### config.mk
export PLATFORM = sky130hd
export DESIGN_NAME = wb_master_arbiter
export DESIGN_NICKNAME = d
export VERILOG_FILES = /design/src/rtl/wb_master_arbiter.sv
export SDC_FILE = /design/constraint.sdc
export NUM_CORES = 1
export LEC_CHECK = 0
export BUFFER_PORTS_ARGS = -buffer_cell sky130_fd_sc_hd__buf_2
export CAP_MARGIN = 5
export CELL_PAD_IN_SITES_DETAIL_PLACEMENT = 0
export CELL_PAD_IN_SITES_GLOBAL_PLACEMENT = 1
export CORE_ASPECT_RATIO = 1.75
export CORE_MARGIN = 10
export CORE_UTILIZATION = 34
export DETAILED_ROUTE_END_ITERATION = 12
export GPL_ROUTABILITY_DRIVEN = 0
export PLACE_DENSITY = 0.87
export SLEW_MARGIN = 20
export SYNTH_ARGS = -nofsm -noshare
export SYNTH_HDL_FRONTEND = slang
export SYNTH_SLANG_ARGS = --single-unit
### constraint.sdc
create_clock -name sys_clk -period 2.4 [get_ports sys_clk]
set_input_delay 0.24 -clock sys_clk [delete_from_list [all_inputs] [get_ports sys_clk]]
set_output_delay 0.24 -clock sys_clk [all_outputs]
set_load 0.1 [all_outputs]
### src/rtl/wb_master_arbiter.sv
// Round-robin arbiter folding NUM_PORTS core request/response ports onto one
// Wishbone classic master, with byte selects and an optional ack timeout.
module wb_master_arbiter #(
   parameter int NUM_PORTS      = 2,
   parameter int ADDR_WIDTH     = 32,
   parameter int DATA_WIDTH     = 32,
   parameter int TIMEOUT_CYCLES = 255
) (
   input  logic                             sys_clk,
   input  logic                             rst_n,
   input  logic [NUM_PORTS-1:0]             req_valid_i,
   output logic [NUM_PORTS-1:0]             req_ready_o,
   input  logic [NUM_PORTS-1:0]             req_we_i,
   input  logic [NUM_PORTS*ADDR_WIDTH-1:0]  req_addr_i,
   input  logic [NUM_PORTS*DATA_WIDTH-1:0]  req_wdata_i,
   input  logic [NUM_PORTS*DATA_WIDTH/8-1:0] req_sel_i,
   output logic [NUM_PORTS-1:0]             rsp_valid_o,
   output logic [NUM_PORTS*DATA_WIDTH-1:0]  rsp_rdata_o,
   output logic [NUM_PORTS-1:0]             rsp_err_o,
   output logic                             core_cyc,
   output logic                             core_stb,
   output logic                             core_we,
   output logic [ADDR_WIDTH-1:0]            core_addr,
   output logic [DATA_WIDTH-1:0]            core_data_out,
   output logic [DATA_WIDTH/8-1:0]          core_sel,
   input  logic [DATA_WIDTH-1:0]            core_data_in,
   input  logic                             core_ack,
   output logic                             busy_o
);

   localparam int SW = DATA_WIDTH / 8;
   localparam int GW = (NUM_PORTS > 1) ? $clog2(NUM_PORTS) : 1;
   localparam int CW = $clog2(TIMEOUT_CYCLES + 2);
   localparam logic [CW-1:0] TO_LAST = (TIMEOUT_CYCLES > 0) ? CW'(TIMEOUT_CYCLES - 1) : '0;

   typedef enum logic [1:0] {S_IDLE, S_BUS, S_RESP} state_t;

   state_t                 r_state;
   logic [GW-1:0]          r_last_grant;
   logic [GW-1:0]          r_grant;
   logic [CW-1:0]          r_cnt;
   logic                   r_cyc;
   logic                   r_stb;
   logic                   r_we;
   logic [ADDR_WIDTH-1:0]  r_addr;
   logic [DATA_WIDTH-1:0]  r_wdata;
   logic [SW-1:0]          r_sel;
   logic [DATA_WIDTH-1:0]  r_rdata;
   logic [NUM_PORTS-1:0]   r_rsp_valid;
   logic [NUM_PORTS-1:0]   r_rsp_err;

   logic [GW-1:0]          w_grant;
   logic [GW-1:0]          w_idx;
   logic                   w_any;
   logic                   w_accept;
   logic [ADDR_WIDTH-1:0]  w_addr  [NUM_PORTS];
   logic [DATA_WIDTH-1:0]  w_wdata [NUM_PORTS];
   logic [SW-1:0]          w_sel   [NUM_PORTS];

   genvar gi;
   generate
      for (gi = 0; gi < NUM_PORTS; gi++) begin : g_port
         assign w_addr[gi]  = req_addr_i[gi*ADDR_WIDTH +: ADDR_WIDTH];
         assign w_wdata[gi] = req_wdata_i[gi*DATA_WIDTH +: DATA_WIDTH];
         assign w_sel[gi]   = req_sel_i[gi*SW +: SW];
         assign req_ready_o[gi] = w_accept && (w_grant == GW'(gi));
         assign rsp_rdata_o[gi*DATA_WIDTH +: DATA_WIDTH] = r_rdata;
      end
   endgenerate

   // Scan from last_grant+k downward in k so the nearest valid port after last_grant wins.
   always_comb begin
      w_any   = 1'b0;
      w_grant = '0;
      w_idx   = '0;
      for (int k = NUM_PORTS; k >= 1; k--) begin
         w_idx = GW'((int'(r_last_grant) + k) % NUM_PORTS);
         if (req_valid_i[w_idx]) begin
            w_any   = 1'b1;
            w_grant = w_idx;
         end
      end
   end

   assign w_accept      = rst_n && (r_state == S_IDLE) && w_any;
   assign core_cyc      = r_cyc;
   assign core_stb      = r_stb;
   assign core_we       = r_we;
   assign core_addr     = r_addr;
   assign core_data_out = r_wdata;
   assign core_sel      = r_sel;
   assign rsp_valid_o   = r_rsp_valid;
   assign rsp_err_o     = r_rsp_err;
   assign busy_o        = (r_state != S_IDLE);

   always_ff @(posedge sys_clk or negedge rst_n) begin
      if (!rst_n) begin
         r_state      <= S_IDLE;
         r_last_grant <= GW'(NUM_PORTS - 1);
         r_grant      <= '0;
         r_cnt        <= '0;
         r_cyc        <= 1'b0;
         r_stb        <= 1'b0;
         r_we         <= 1'b0;
         r_addr       <= '0;
         r_wdata      <= '0;
         r_sel        <= '0;
         r_rdata      <= '0;
         r_rsp_valid  <= '0;
         r_rsp_err    <= '0;
      end else begin
         r_rsp_valid <= '0;
         r_rsp_err   <= '0;
         case (r_state)
            S_IDLE: begin
               if (w_any) begin
                  r_we         <= req_we_i[w_grant];
                  r_addr       <= w_addr[w_grant];
                  r_wdata      <= w_wdata[w_grant];
                  r_sel        <= w_sel[w_grant];
                  r_grant      <= w_grant;
                  r_last_grant <= w_grant;
                  r_cnt        <= '0;
                  r_cyc        <= 1'b1;
                  r_stb        <= 1'b1;
                  r_state      <= S_BUS;
               end
            end
            S_BUS: begin
               // Ack is tested first so an ack on the final timeout cycle still completes normally.
               if (core_ack) begin
                  r_rdata              <= r_we ? '0 : core_data_in;
                  r_cyc                <= 1'b0;
                  r_stb                <= 1'b0;
                  r_rsp_valid[r_grant] <= 1'b1;
                  r_rsp_err[r_grant]   <= 1'b0;
                  r_state              <= S_RESP;
               end else if ((TIMEOUT_CYCLES != 0) && (r_cnt == TO_LAST)) begin
                  r_rdata              <= '0;
                  r_cyc                <= 1'b0;
                  r_stb                <= 1'b0;
                  r_rsp_valid[r_grant] <= 1'b1;
                  r_rsp_err[r_grant]   <= 1'b1;
                  r_state              <= S_RESP;
               end else begin
                  r_cnt <= r_cnt + CW'(1);
               end
            end
            S_RESP: begin
               r_state <= S_IDLE;
            end
            default: begin
               r_state <= S_IDLE;
            end
         endcase
      end
   end

endmodule

After elaboration in Yosys (flattened, before gate mapping)
Index checks and enable logic that the tools add are counted.

Word-level logic and storage cells: 84. Flip-flop bits (word level): 119. Output and inout port bits: 142.

Reduce and logical (&&, ||, !) cells: 14. Add/sub/neg operators: 3. Muxes and demuxes: 41. Bitwise operators: 2. Order comparisons: 6. Equal/unequal tests: 6.

Operator list (number): $mux 32 (9); $mux 9 (3); $pmux 9 s2 (1); $mux 2 (8); $mux 1 (14); $mux 4 (3); $add 9x1->9 const B (1); $eq 9x8->1 const B (1); $lt 1x2->1 const B (4); $ne 2x2->1 const B (3); $reduce_and 2->1 (3); $reduce_bool 2->1 (3); $logic_and 1x1->1 (5); $pmux 2 s2 (1); $reduce_and 4->1 (1); $ne 3x3->1 const B (1); $reduce_and 3->1 (1); $add 1x1->1 const B (2); $eq 2x1->1 const B (1); $ge 2x2->1 const B (1); $logic_not 2->1 (1); $not 1->2 (1); $pmux 1 s2 (1); $demux 1 s1 (1); other kinds (2) (2).

Depth between registers and ports, before layout
Gate-level depths: netlist (run 1).

Depth after elaboration: 9. Gate-level depth with buffers: 7.

Worst setup path after synthesis (run 1)
No wires, ideal clock.

Path type: register to output. From: reg r_last_grant. To: out req_ready_o[0]. Slack: -0.055 ns. Arrival time: 2.215 ns. Required time: 2.160 ns. Path buffers: 2. Cell stages (with the launch flop): 5. Path through: dfstp_2 -> a21boi_0 -> buf_2 -> buf_2 -> nor2_1.

Word-level cells in the longest chain between the ends: 7. Elaborated cells on any way between the ends: 13. Classes of those cells: 2 x add/sub; 8 x mux; 1 x bitwise; 2 x reduce/logical.

RTL lines: start: declaration (line 39) `logic [GW-1:0] r_last_grant;`; start signal: assignment (line 99) `r_last_grant <= GW'(NUM_PORTS - 1);`; start signal: assignment (line 122) `r_last_grant <= w_grant;`; $add 1x1->1 (line 77) `w_idx = GW'((int'(r_last_grant) + k) % NUM_PORTS);`; $mux 1 (implied by the code) (2 in series) (line 78) `if (req_valid_i[w_idx]) begin`; $mux 1 (2 in series) (line 78); $logic_and 1x1->1 or $not 1->1 (tied branches) (line 85, 66); $logic_and 1x1->1 * (line 66) `assign req_ready_o[gi] = w_accept && (w_grant == GW'(gi));`; end: declaration (line 12) `output logic [NUM_PORTS-1:0] req_ready_o,`.

Every way passes the cells marked *; elsewhere a longest branch is shown, timed or not. The select of a mux whose other input is x is not followed.

Final worst setup path (run 1)
From: reg r_state[1]. To: out req_ready_o[0].

Word-level cells in the longest chain between the ends: 4.

RTL lines: start: declaration (line 38) `state_t r_state;`; start signal: assignment (line 98) `r_state <= S_IDLE;`; start signal: assignment (line 126) `r_state <= S_BUS;`; start signal: assignment (line 137) `r_state <= S_RESP;`; $logic_not 2->1 (line 85) `assign w_accept = rst_n && (r_state == S_IDLE) && w_any;`; $logic_and 1x1->1 (2 in series) (line 85); $logic_and 1x1->1 (line 66).

No other way between the ends.

==> impl_metrics.csv, run 1 <==
group,metric,value,unit
outcome,outcome,"completed",
global_routing,grt_overflow,0,
clocking,max-clock-path-buffers,2,
global_routing,grt_pass1_wl,26220,um
floorplan,design.die.area,0.02156,mm^2
synthesis,synthAdderAreaFrac,0.004624,
clocking,htreeDepth,4,
synthesis,yosysSeqAreaShare,0.5505,
worst_setup_path,cp.arrival,1.91,ns
timing,clock_skew,0.01482,ns
synthesis,synth-xor-area-share,0,
worst_setup_path,worstSetupPathType,"reg2out",
global_routing,grt_start_max_net_pins,115,
synthesis,yosysTopAreaCell,"dfrtp_1",
drt,drtIter0Drc,189,
hold_path,hold_path.startpoint,"core_data_in[11]",
synthesis,syn_nets,668,
synthesis,synth_top_family_by_area,"compound AO/OA/AOI/OAI gates",
synthesis,synthDistinctLibCells,40,
drt,firstDrtPassIters,4,
global_routing,grt_usage,0.1537,
timing,rsz0062_at_grt,"no",
hold_path,min_path_type,"in2reg",
floorplan,rows,61,
synthesis,synth_compound_gate_area_share,0.1489,
floorplan,die_h,186.9,um
clocking,cts_resized,0,
worst_setup_path,crit_required,2.16,ns
synthesis,synth_mux_area_frac,0.1295,
floorplan,start_util,0.3425,
synthesis,postSynthCellCount,491,
floorplan,die_w,115.4,um
timing,worst_pin_slew,0.6324,ns
global_routing,antenna_found_initial,1,
place,hpwl,13410,um
timing,fmax,465.1,MHz
synthesis,syn-cell-area,0.005411,mm^2
global_routing,grt_pass1_vias,4985,
synthesis,yosys_warnings,0,
timing,period_needed,2.150,ns
timing,fin_setup_tns,0,ns
clocking,cts_buffers,17,
floorplan,io_pins,317,
timing,period_share,0.8958,
timing,slew_violations,0,
layout,areaGrowthSynthToFinish,39.05,%
drt,antenna_left,0,
synthesis,yosys.area_share.simple,0.08601,
clocking,cts_setup_buffers,0,
worst_setup_path,startpoint_type,"flop",
timing,relSlewSlack,0.5784,
place,port-buffer-count,316,
drt,drc,0,
layout,layout_common_cells,"315 x buf_2, 118 x dfrtp_1, 76 x nand2_1",
timing,setup-violations-final,0,
layout,drive_gt1_frac,0.4694,
synthesis,synth_area_leaders,"dfrtp_1 55%, mux2i_1 13%, o21ai_0 6.8%",
worst_setup_path,crit_path_end_kind,"primary output",
drt,vias_per_cell,4.699,
clocking,root_buffer,"clkbuf_16",
layout,layout_commonest_cell,"buf_2",
timing,hold_viol,0,
drt,vias,4572,
floorplan,core-area,0.01580,mm^2
clocking,numClockSinks,119,
worst_setup_path,reg2reg_from,"r_cnt[0]",
synthesis,syn_area_per_cell,11.02,um^2
worst_setup_path,critPathLaunch,"r_state[1]",
layout,antennaDiodeCount,0,
clocking,clk_pin_slew,0.06,ns
worst_setup_path,cp_max_fo,7,
drt,routed_wl,17050,um
layout,finalNetCount,949,
synthesis,ys_ff_latch,119,
clocking,cts_tree,"built",
synthesis,netlist.area_leader.share,0.5457,
run,cap_violations,0,
clocking,clk_latency,0.41,ns
drt,wl_per_cell,17.53,um
[critical path, stage by stage (launching register included)]
cell	delay [ns]
dfrtp_1	0.41
nor2_2	0.30
o21a_1	0.23
nand2_1	0.08
nor2_2	0.07
buf_2	0.42
[sequential cells by signal, summed over array words and instances, names as in the netlist]
register	flops
r_state	2
core_data_out	32
r_cnt	9
r_rdata	32
core_we	1
r_last_grant	1
rsp_err_o	2
core_stb	1
r_grant	1
rsp_valid_o	2
core_addr	32
core_sel	4
[metrics by stage]
stage	hold slack (ns)	instances	area, um^2	utilization	worst slack (ns)
floorplan	-0.05559	491	5414	-	0.4061
finish	0.05112	973	7525	0.4763	0.2501
CTS	0.03415	973	7525	0.4763	0.2198
detailed placement	0.07600	941	6953	0.4401	0.4879
global route	0.03774	973	7525	0.4763	0.1206
global placement	0.07445	941	6953	0.4401	0.5313
[routing by layer]
| layer | vias up | GRT usage | share of wire |
|---|---|---|---|
| li1 | 2248 | - | - |
| met1 | 2083 | 0.1658 | 0.38 |
| met2 | 226 | 0.2639 | 0.50 |
| met3 | 13 | 0.06647 | 0.11 |
| met4 | 2 | 0.04358 | 0.010 |
| met5 | - | 0 | 0.00053 |
[Yosys cell counts]
library cell    n
a21o_1          4
a22o_1         32
o21ai_2         1
o221ai_2        1
or3_1           2
nand2b_1        1
a211o_1         1
o41ai_4         1
and3_1          2
nand2_1        76
dfrtp_1       118
nand3_1         7
nor3b_2         1
nor2_2          1
o21ai_0        74
a2bb2oi_1       1
nand4_2         1
nor3_1          1
nor4_2          1
mux2i_1        70
and2_4          1
o211ai_1        1
nor3b_1         1
a31oi_1         1
nor2_1          7
ha_1            2
a21oi_1         3
and3b_1         1
nor2b_1         1
inv_2           1
or4_1           1
clkbuf_1       12
o21a_1          1
buf_4          34
inv_1           6
buf_6           3
o21ai_1         1
a21boi_0        2
buf_2          15
dfstp_2         1
[layout make-up]
class	instances	area (um^2)
timing repair buffer	326	1699
clock inverter	13	132.6
multi-input combinational	301	2022
tap	189	236.5
fill	1539	8274
inverter	7	26.28
sequential	119	2979
clock buffer	18	429.2
[timing repair]
action	4_1_cts	5_1_grt
endpoints found under the setup margin	0	0
hold buffers	1	0
hold endpoints to repair	5	0
[final timing paths]
kind,endpoint,slack [ns],cells past startpoint
min in group asynchronous,rsp_err_o[1],0.23,2
max reg2reg,r_cnt[2],0.48,8
min reg2reg,rsp_err_o[0],0.45,1
max in group asynchronous,core_addr[4],1.31,3
min,r_rdata[11],0.05,2
max,req_ready_o[0],0.25,5
[logic make-up (layout without fill, tap and decap cells)]
| logic type | after synthesis | in the layout |
|---|---|---|
| adder cells (fa/ha/maj) | 2 | 2 |
| multiplexers | 70 | 70 |
| AND/OR/NAND/NOR | 105 | 105 |
| flip-flops | 119 | 119 |
| AO/OA/AOI/OAI | 124 | 124 |
| buffers and inverters | 71 | 364 |
Power of run 1 is not shown: default switching activity piles up to over one toggle a cycle in this logic, so the estimate is an artifact.
==> run 2: changes to the inputs <==
ABC_AREA = 1   (was unset)
CORE_UTILIZATION = 33   (was 34)
PLACE_DENSITY = 0.88   (was 0.87)
==> impl_metrics.csv, run 2 <==
group,metric,value,unit
synthesis,syn_area_per_cell,8.256,um^2
place,port-buffer-count,316,
global_routing,grt_pass1_wl,29090,um
timing,period_share,0.8068,
floorplan,design.die.area,0.02260,mm^2
drt,antenna_left,0,
layout,fin_cells,1184,
worst_setup_path,worstSetupPathType,"reg2out",
synthesis,yosysSeqAreaShare,0.5370,
synthesis,yosysTopAreaCell,"dfrtp_1",
clocking,clk_latency,0.42,ns
drt,firstDrtPassIters,4,
floorplan,rows,62,
worst_setup_path,cp.arrival,1.70,ns
synthesis,yosys_warnings,0,
place,placed_cells,1148,
timing,worst_pin_slew,0.6596,ns
timing,fmax,516.5,MHz
clocking,cts_tree,"built",
drt,routed_wl,18530,um
layout,design_area,0.007672,mm^2
layout,finalNetCount,1122,
clocking,cts_buffers,17,
run,cap_violations,0,
place,hpwl,13890,um
synthesis,async_flop_share,1.000,
timing,hold_viol,0,
synthesis,synth_area_leaders,"dfrtp_1 53%, nand2_1 19%, a31oi_1 7.8%",
synthesis,synthDistinctLibCells,24,
timing,relSlewSlack,0.5603,
timing,fin_setup_tns,0,ns
synthesis,synth_most_common_cell,"nand2_1",
global_routing,grt_start_max_net_pins,140,
synthesis,synth_common_cells,"287 x nand2_1, 118 x dfrtp_1, 74 x nor2_1",
floorplan,io_pins,317,
synthesis,postSynthCellCount,672,
hold_path,min_path_type,"in2reg",
worst_setup_path,crit_path_end_kind,"primary output",
timing,rsz0062_at_grt,"no",
layout,layout_commonest_cell,"buf_2",
worst_setup_path,startpoint_type,"flop",
global_routing,grt_pass1_vias,5376,
layout,layout_common_cells,"313 x buf_2, 287 x nand2_1, 118 x dfrtp_1",
drt,drtIter0Drc,227,
floorplan,core-area,0.01645,mm^2
timing,slew_violations,0,
drt,vias_per_cell,4.476,
floorplan,start_util,0.3373,
global_routing,grt_usage,0.1597,
synthesis,syn_nets,849,
layout,areaGrowthSynthToFinish,38.30,%
floorplan,die_w,118.0,um
synthesis,syn-cell-area,0.005548,mm^2
clocking,root_buffer,"clkbuf_16",
synthesis,synth_edf_count,0,
global_routing,grt_overflow,0,
floorplan,die_h,191.5,um
clocking,htreeDepth,4,
layout,fin_util,0.4665,
layout,drive_gt1_frac,0.3873,
clocking,clk_pin_slew,0.06,ns
place,postPlaceCellArea,0.007067,mm^2
worst_setup_path,cp_max_fo,4,
clocking,max-clock-path-buffers,2,
drt,wl_per_cell,15.65,um
drt,drc,0,
worst_setup_path,crit_required,2.16,ns
timing,clock_skew,0.006995,ns
outcome,outcome,"completed",
synthesis,netlist.area_leader.share,0.5323,
clocking,numClockSinks,119,
global_routing,antenna_found_initial,1,
timing,period_needed,1.936,ns
synthesis,ys.flop_type,"dfrtp_1",
timing,setup-violations-final,0,
drt,vias,5299,
synthesis,ys_ff_latch,119,
run 2: changes by cell type after synthesis, sizes merged, moves of 32 or more:
cell | previous run | this run
nor2 | 8 | 82
nand2 | 76 | 293
mux2i | 70 | 0
a22o | 32 | 0
o21ai | 76 | 2
a31oi | 1 | 69
run 2: layout make-up:
| type | count | area, um^2 |
|---|---|---|
| inverters | 20 | 75.07 |
| clock inverters | 14 | 151.4 |
| clock buffers | 18 | 429.2 |
| flip-flops and latches | 119 | 2979 |
| fillers | 1706 | 8773 |
| multi-input cells | 464 | 2031 |
| repair buffers | 323 | 1722 |
| well taps | 224 | 280.3 |
| diodes | 2 | 5.005 |
run 2: kinds of logic after synthesis:
logic type / after synthesis / synth area share
flops: 119 / 0.5370
compound gates: 74 / 0.08322
simple gates: 387 / 0.2758
fa+ha+maj: 2 / 0.004510
xor+xnor: 1 / 0.001579
buf+inv: 89 / 0.09788
run 2: worst paths after layout:
kind | start | end | slack (ns) | depth (start not counted)
worst max-delay path | r_state[1] | req_ready_o[0] | 0.46 | 4
worst min-delay path | core_data_in[0] | r_rdata[0] | 0.02 | 3
worst max register to register | r_state[1] | core_addr[24] | 0.74 | 6
worst min register to register | r_last_grant | r_last_grant | 0.47 | 2
max in group asynchronous | rst_n | core_addr[22] | 1.41 | 3
min in group asynchronous | rst_n | r_rdata[24] | 0.52 | 3
run 2: repair_timing:
| item | in CTS | in global routing |
|---|---|---|
| gates resized for setup | 0 | 0 |
| endpoints found under the hold margin | 119 | 0 |
| hold buffers | 2 | 0 |
| setup buffers | 0 | 0 |
run 2: layer usage:
metal / routed length (um) / share of wire / global-route usage
met5: 0 / 0 / 0
met4: 252 / 0.014 / 0.05731
met3: 1606 / 0.087 / 0.06588
met2: 9627 / 0.52 / 0.2774
met1: 7043 / 0.38 / 0.1709
run 2: critical path, cell delays in order (launching register included):
cell and delay, ns:
dfrtp_1 0.40, nor2_2 0.20, o21ai_0 0.23, nor3_2 0.24, buf_12 0.21
run 2: metrics by stage:
| step | setup slack [ns] | hold WS [ns] |
|---|---|---|
| floorplan | 0.03566 | -0.05559 |
| global placement | 0.8345 | 0.4177 |
| detailed placement | 0.8102 | 0.4214 |
| CTS | 0.4326 | 0.003150 |
| global route | 0.3566 | 0.01201 |
| finish | 0.4638 | 0.02332 |
Power of run 2 is left out for the same reason.
